File: src/rtl/operand_fetch_ctrl.sv
// Operand fetch sequencer: issues zero, one or two memory reads per request
// depending on the addressing mode and drives the ALU input mux.
package operand_fetch_pkg;
  typedef enum logic [2:0] {
    SRC_IMMEDIATE = 3'd0,
    SRC_REG       = 3'd1,
    SRC_MEM_ADDR  = 3'd2,
    SRC_INDIRECT  = 3'd3
  } data_src_t;
endpackage

module operand_fetch_ctrl
  import operand_fetch_pkg::*;
#(
  parameter int WIDTH   = 8,
  parameter int TIMEOUT = 15
) (
  input  logic             clk,
  input  logic             rst_n,
  input  logic             start,
  input  data_src_t        source,
  input  logic [WIDTH-1:0] immediate,
  output logic             ready,
  output logic             mem_req,
  output logic [WIDTH-1:0] mem_addr,
  input  logic [WIDTH-1:0] mem_rdata,
  input  logic             mem_ack,
  output data_src_t        mux_src,
  output logic [WIDTH-1:0] mem_data,
  output logic             done,
  output logic             err
);

  typedef enum logic [1:0] {
    IDLE    = 2'd0,
    RD_PTR  = 2'd1,
    RD_DATA = 2'd2,
    DONE    = 2'd3
  } state_t;

  // Memory handshake: a read is open while mem_req=1; each single-cycle
  // mem_ack closes it, and a changed mem_addr with mem_req still high opens
  // the next one. TIMEOUT=0 keeps a read open until it is acked.
  localparam int CW = (TIMEOUT > 0) ? $clog2(TIMEOUT + 1) : 1;
  localparam logic [CW-1:0] TMAX = CW'(TIMEOUT);

  state_t        state;
  logic [CW-1:0] wait_cnt;
  logic          timed_out;

  assign timed_out = (TIMEOUT != 0) && (wait_cnt == TMAX);

  always_ff @(posedge clk or negedge rst_n) begin
    if (!rst_n) begin
      state    <= IDLE;
      ready    <= 1'b1;
      mem_req  <= 1'b0;
      mem_addr <= '0;
      mem_data <= '0;
      mux_src  <= SRC_IMMEDIATE;
      done     <= 1'b0;
      err      <= 1'b0;
      wait_cnt <= '0;
    end else begin
      done <= 1'b0;
      err  <= 1'b0;
      case (state)
        IDLE: begin
          if (start) begin
            case (source)
              SRC_IMMEDIATE, SRC_REG: begin
                mux_src  <= source;
                mem_addr <= immediate;
                state    <= DONE;
                ready    <= 1'b0;
                done     <= 1'b1;
              end
              SRC_MEM_ADDR, SRC_INDIRECT: begin
                mux_src  <= source;
                mem_addr <= immediate;
                state    <= (source == SRC_INDIRECT) ? RD_PTR : RD_DATA;
                ready    <= 1'b0;
                mem_req  <= 1'b1;
                wait_cnt <= '0;
              end
              default: err <= 1'b1;
            endcase
          end
        end
        RD_PTR: begin
          if (mem_ack) begin
            mem_addr <= mem_rdata;
            state    <= RD_DATA;
            wait_cnt <= '0;
          end else if (timed_out) begin
            state   <= IDLE;
            mem_req <= 1'b0;
            ready   <= 1'b1;
            err     <= 1'b1;
          end else begin
            wait_cnt <= wait_cnt + CW'(1);
          end
        end
        RD_DATA: begin
          // An ack arriving on the final wait cycle still completes the read.
          if (mem_ack) begin
            mem_data <= mem_rdata;
            state    <= DONE;
            mem_req  <= 1'b0;
            done     <= 1'b1;
          end else if (timed_out) begin
            state   <= IDLE;
            mem_req <= 1'b0;
            ready   <= 1'b1;
            err     <= 1'b1;
          end else begin
            wait_cnt <= wait_cnt + CW'(1);
          end
        end
        DONE: begin
          state <= IDLE;
          ready <= 1'b1;
        end
        default: begin
          state   <= IDLE;
          ready   <= 1'b1;
          mem_req <= 1'b0;
        end
      endcase
    end
  end

endmodule

File: config.mk
export PLATFORM = sky130hd
export DESIGN_NAME = operand_fetch_ctrl
export DESIGN_NICKNAME = d
export VERILOG_FILES = /design/src/rtl/operand_fetch_ctrl.sv
export SDC_FILE = /design/constraint.sdc
export NUM_CORES = 1
export LEC_CHECK = 0
export ABC_AREA = 1
export CAP_MARGIN = 20
export CORE_AREA = 2 2 59 61
export DETAILED_ROUTE_END_ITERATION = 10
export DIE_AREA = 0 0 61 63
export PLACE_DENSITY = 0.81
export SETUP_SLACK_MARGIN = 0.1
export SLEW_MARGIN = 20
export SYNTH_ARGS = -nofsm -noshare
export SYNTH_HDL_FRONTEND = slang
export SYNTH_SLANG_ARGS = --single-unit
File: constraint.sdc
create_clock -name clk -period 2.2 [get_ports clk]
set_input_delay 0.44 -clock clk [delete_from_list [all_inputs] [get_ports clk]]
set_output_delay 0.44 -clock clk [all_outputs]
set_load 0.02 [all_outputs]
Word level (Yosys, flattened, before mapping)
Cells that the tools add are included.
{"block": "totals", "register_bits": 29, "latch_bits": 0, "ramBits": 0, "romBits": 0, "input_bits": 23, "out_inout_bits": 23, "wordCells": 78, "mem_count": 0}
{"block": "classes", "addsub": 1, "multipliers": 0, "n_div": 0, "magnitude_cmp": 0, "eq_ne": 16, "shifts": 0, "mux": 37, "bitwise_logic": 0, "reduce_logical": 15}
{"operator": "8-bit 2-to-1 mux", "n": 3}
{"operator": "4-bit 2-to-1 mux", "n": 5}
{"operator": "1-bit 2-to-1 mux", "n": 16}
{"operator": "8-bit one-hot mux with 2 select lines", "n": 1}
{"operator": "4-bit AND reduction", "n": 4}
{"operator": "2-bit != test, second input constant", "n": 6}
{"operator": "4-bit one-hot mux with 3 select lines", "n": 1}
{"operator": "2-bit 2-to-1 mux", "n": 5}
{"operator": "2-bit one-hot mux with 4 select lines", "n": 1}
{"operator": "3-bit by 2-bit == test with 1-bit output, second input constant", "n": 2}
{"operator": "1-bit one-hot mux with 3 select lines", "n": 2}
{"operator": "2-bit OR reduction", "n": 3}
{"operator": "4-bit by 1-bit adder with 4-bit output, second input constant", "n": 1}
{"operator": "2-bit == test, second input constant", "n": 2}
{"operator": "4-bit == test, second input constant", "n": 1}
{"operator": "2-bit by 1-bit != test with 1-bit output, second input constant", "n": 2}
{"operator": "1-bit one-hot mux with 2 select lines", "n": 2}
{"operator": "2-bit one-hot mux with 2 select lines", "n": 1}
{"operator": "2-bit AND reduction", "n": 2}
{"operator": "4-bit OR reduction", "n": 1}
{"operator": "3-bit by 1-bit == test with 1-bit output, second input constant", "n": 1}
{"operator": "3-bit zero test", "n": 1}
{"operator": "3-bit by 1-bit != test with 1-bit output, second input constant", "n": 1}
{"operator": "3-bit AND reduction", "n": 1}
{"operator": "other kinds (4)", "n": 4}

Longest topological paths before layout
{"block": "logic_depth", "ltp_word": 5, "mapped_depth": 9, "mapped_depth_nobuf": 8}

Worst setup path after synthesis
No wires, ideal clock.
{"block": "synth_path", "path_kind": "register -> register", "start": "register state[0]", "end": "register mem_addr[1]", "setup_ns": 0.073, "t_arrival_ns": 1.368, "required_time_ns": 2.127, "path_slack_ns": 0.759, "stages_incl_launch_ff": 9, "n_path_buf": 2, "period_less_slack_ns": 1.441, "path_cell_list": "dfrtp_1 inv_1 ha_1 buf_6 nand2_4 a21oi_4 buf_6 nor2_1 a21oi_2"}
{"block": "synth_between", "elab_chain_cells": 3}
{"element": "start: declaration", "line": "47", "source": "state_t state;"}
{"element": "start signal: assignment", "line": "81", "source": "state <= (source == SRC_INDIRECT) ? RD_PTR : RD_DATA;"}
{"element": "2-bit by 1-bit == test with 1-bit output / 2-bit zero test (equally long branches)", "line": "67", "source": "case (state)"}
{"element": "2-bit != test (no source line) / 2-bit nonzero test (equally long branches)"}
{"element": "4-bit AND reduction (no source line)"}
{"element": "end signal: assignment", "line": "73", "source": "mem_addr <= immediate;"}
{"element": "end signal: assignment", "line": "80", "source": "mem_addr <= immediate;"}
{"element": "end signal: assignment", "line": "92", "source": "mem_addr <= mem_rdata;"}
{"element": "end: declaration", "line": "25", "source": "output logic [WIDTH-1:0] mem_addr,"}
Several ways; a longest one is shown, not always the timed one.
A chain may end at the register's enable or synchronous reset.

Worst setup path in the final report
{"block": "layout_path", "start": "register ready", "end": "output port ready"}
{"element": "start: declaration", "line": "23", "source": "output logic ready,"}
{"element": "start signal: assignment", "line": "56", "source": "ready <= 1'b1;"}
{"element": "start signal: assignment", "line": "75", "source": "ready <= 1'b0;"}
{"element": "start signal: assignment", "line": "82", "source": "ready <= 1'b0;"}
No word-level cell between the ends.

==> results.yml <==
global_route:
  grt_overflow: 0
  grt_max_degree: 30
  grt_pass1_wl_um: 5460
  antenna_found_initial: 0
  grt_pass1_vias: 1287
  grt_use_total: 0.193
logic_synthesis:
  async_flop_share: 1.00
  synth_edf_count: 0
  synthCells: 180
  yosys.area.top_type: "dfrtp_1"
  syn_avg_cell_area_um2: 8.47
  yosysTopAreaCellShare: 0.460
  ys_warn_count: 0
  synth-main-ff-cell: "dfrtp_1"
  syn_area_mm2: 0.00152
  yosysMostFrequentCell: "nand2_1"
  synth_area_leaders: "dfrtp_1 46%, nand2_1 8.1%, o21ai_0 7.2%, nor2_1 5.9%, inv_1 5.4%"
  syn-num-nets: 209
  synthTopCellsByCount: "33 x nand2_1, 28 x dfrtp_1, 24 x nor2_1"
  synth_cell_types: 23
  ys_seq_area_frac: 0.477
  ys_ff_latch: 29
cells_and_area:
  drive_above_1_share: 0.108
  multi_input_area_um2: 676
  num_antenna_cells: 0
  fin_nets: 260
  fillerInstances: 294
  area_growth_pct: 37.1
  ff_latch_area_um2: 727
power_and_ir_drop:
  leakage_nw: 0.966
  finalPower_mw: 3.04
  powerDensity_mw_per_mm2: 1450
  ir_drop_v: 0.000816
setup_path:
  cp-start-kind: "flip-flop"
  end_kind: "output pin"
  cp_top_family: "buffers and inverters"
  cp.required_ns: 1.76
  worst-path-buf-inv: 1
  regToRegSetupSlack_ns: 0.31
  cp_cell_sequence: "clkdlybuf4s50_1"
  crit_type: "reg -> out"
  worst-endpoint-arrival_ns: 1.45
  cp_max_fo: 2
  max_stage_delay_ns: 0.59
  worst_path_max_delay_cell: "clkdlybuf4s50_1"
detailed_routing:
  wl_per_cell_um: 11.6
  first_iter_violations: 44
  drtPass1Iterations: 4
  viasPerCell: 4.79
  drt_wl_total_um: 3230
  drcViolationCount: 0
  vias: 1331
  ant_nets: 0
timing:
  rsz0062_at_grt: "no"
  hold_viol: 0
  slew_headroom: 0.719
  finalCritPeriodShare: 0.861
  maxSlewViolCount: 0
  setup_viol_count_final: 0
  fin_skew_ns: 0.00461
  worst_slew_pin_slew_ns: 0.421
  finalCriticalPeriod_ns: 1.89
  fin_tns_setup_ns: 0
  fmax_ghz: 0.528
cts:
  insertion_delay_ns: 0.32
  cts_buffers: 5
  cts_tree: "done"
  ctsResizeCount: 0
  clk_pin_slew_ns: 0.10
  ctsHoldBuffers: 0
  h-tree-depth: 2
  clock-sinks: 29
  cts-root-buf: "clkbuf_4"
  cts_max_path_buffers: 2
  cts_setup_buffers: 0
outcome:
  status: "completed"
placement:
  dpl.hpwl_um: 2480
  gp_congestion: 0.896
  port_buffers: 45
job:
  drv_cap: 0
die:
  dieArea_mm2: 0.00384
  dieWidth_um: 61
  boundaryPins: 46
  rows: 21
  start_util: 0.472
  core_mm2: 0.00323
  die_h_um: 63
min_path:
  worst_hold_path_type: "reg -> reg"
[placed cells by master, fill, tap and decap left out]
cell type and n:
clkdlybuf4s50_1 45, nand2_1 33, dfrtp_1 28, nor2_1 24, inv_1 22, o21ai_0 22
nand3_1 11, a21oi_1 8, o21a_1 6, ha_1 6, mux2_2 5, clkbuf_4 5
buf_4 3, a21oi_2 2, clkbuf_8 2, inv_2 1, nand2_4 1, nand2_2 1
a21oi_4 1, nor2_2 1, nor3_2 1, nand4_1 1, and2_1 1, clkinv_2 1
dfstp_2 1
[cells by family after synthesis]
| logic type | synth area share |
|---|---|
| AOI/OAI and AO/OA | 0.150 |
| DFF | 0.477 |
| buffers and inverters | 0.0796 |
| muxes | 0.0369 |
| adders and majority gates | 0.0493 |
| and+or+nand+nor | 0.207 |
[where the power goes]
group	leakage, nW	total (mW)	internal [mW]	switching, mW
combinational	0.576	1.75	0.772	0.981
clock	0.0413	0.376	0.185	0.191
sequential	0.348	0.908	0.778	0.130
total	0.966	3.04	1.73	1.30
[final timing paths]
kind / from / to / cells after the start
max: ready / ready / 1
min: mem_req / mem_req / 2
max reg2reg: state[0] / mem_addr[5] / 7
min reg2reg: mem_req / mem_req / 2
max in group asynchronous: rst_n / ready / 2
min in group asynchronous: rst_n / mem_addr[0] / 2
[cell type report]
| type | instances | share of cell area |
|---|---|---|
| multi-input cells | 124 | 0.323 |
| clock buffers | 7 | 0.0311 |
| inverters | 23 | 0.0413 |
| repair buffers | 48 | 0.226 |
| flip-flops and latches | 29 | 0.348 |
| clock inverters | 1 | 0.00240 |
| well taps | 46 | 0.0275 |
[per-layer routing]
| metal | part of all wire | GRT usage | wire (um) | up-vias |
|---|---|---|---|---|
| li1 | - | - | - | 682 |
| met5 | 0 | 0 | 0 | - |
| met3 | 0.054 | 0.0621 | 176 | 4 |
| met1 | 0.46 | 0.228 | 1490 | 604 |
| met4 | 0.0065 | 0.0788 | 21 | 0 |
| met2 | 0.48 | 0.315 | 1550 | 41 |
[registers in the layout (all words and copies together), names as in the netlist]
name      count
mux_src       3
ready         1
wait_cnt      4
mem_addr      8
done          1
err           1
state         2
mem_data      8
mem_req       1
[metrics by stage]
| stage | setup slack, ns | cell area, um^2 | util | instances | hold slack [ns] |
|---|---|---|---|---|---|
| finish | 0.305 | 2090 | 0.647 | 278 | 0.488 |
| global route | 0.101 | 2090 | 0.647 | 278 | 0.516 |
| CTS | 0.286 | 2090 | 0.647 | 278 | 0.490 |
| detailed placement | 0.222 | 2020 | 0.625 | 270 | 0.462 |
| global placement | 0.289 | 2020 | 0.625 | 270 | 0.466 |
| floorplan | 0.759 | 1520 | - | 180 | 0.144 |
(Power assumes the default switching activity.)
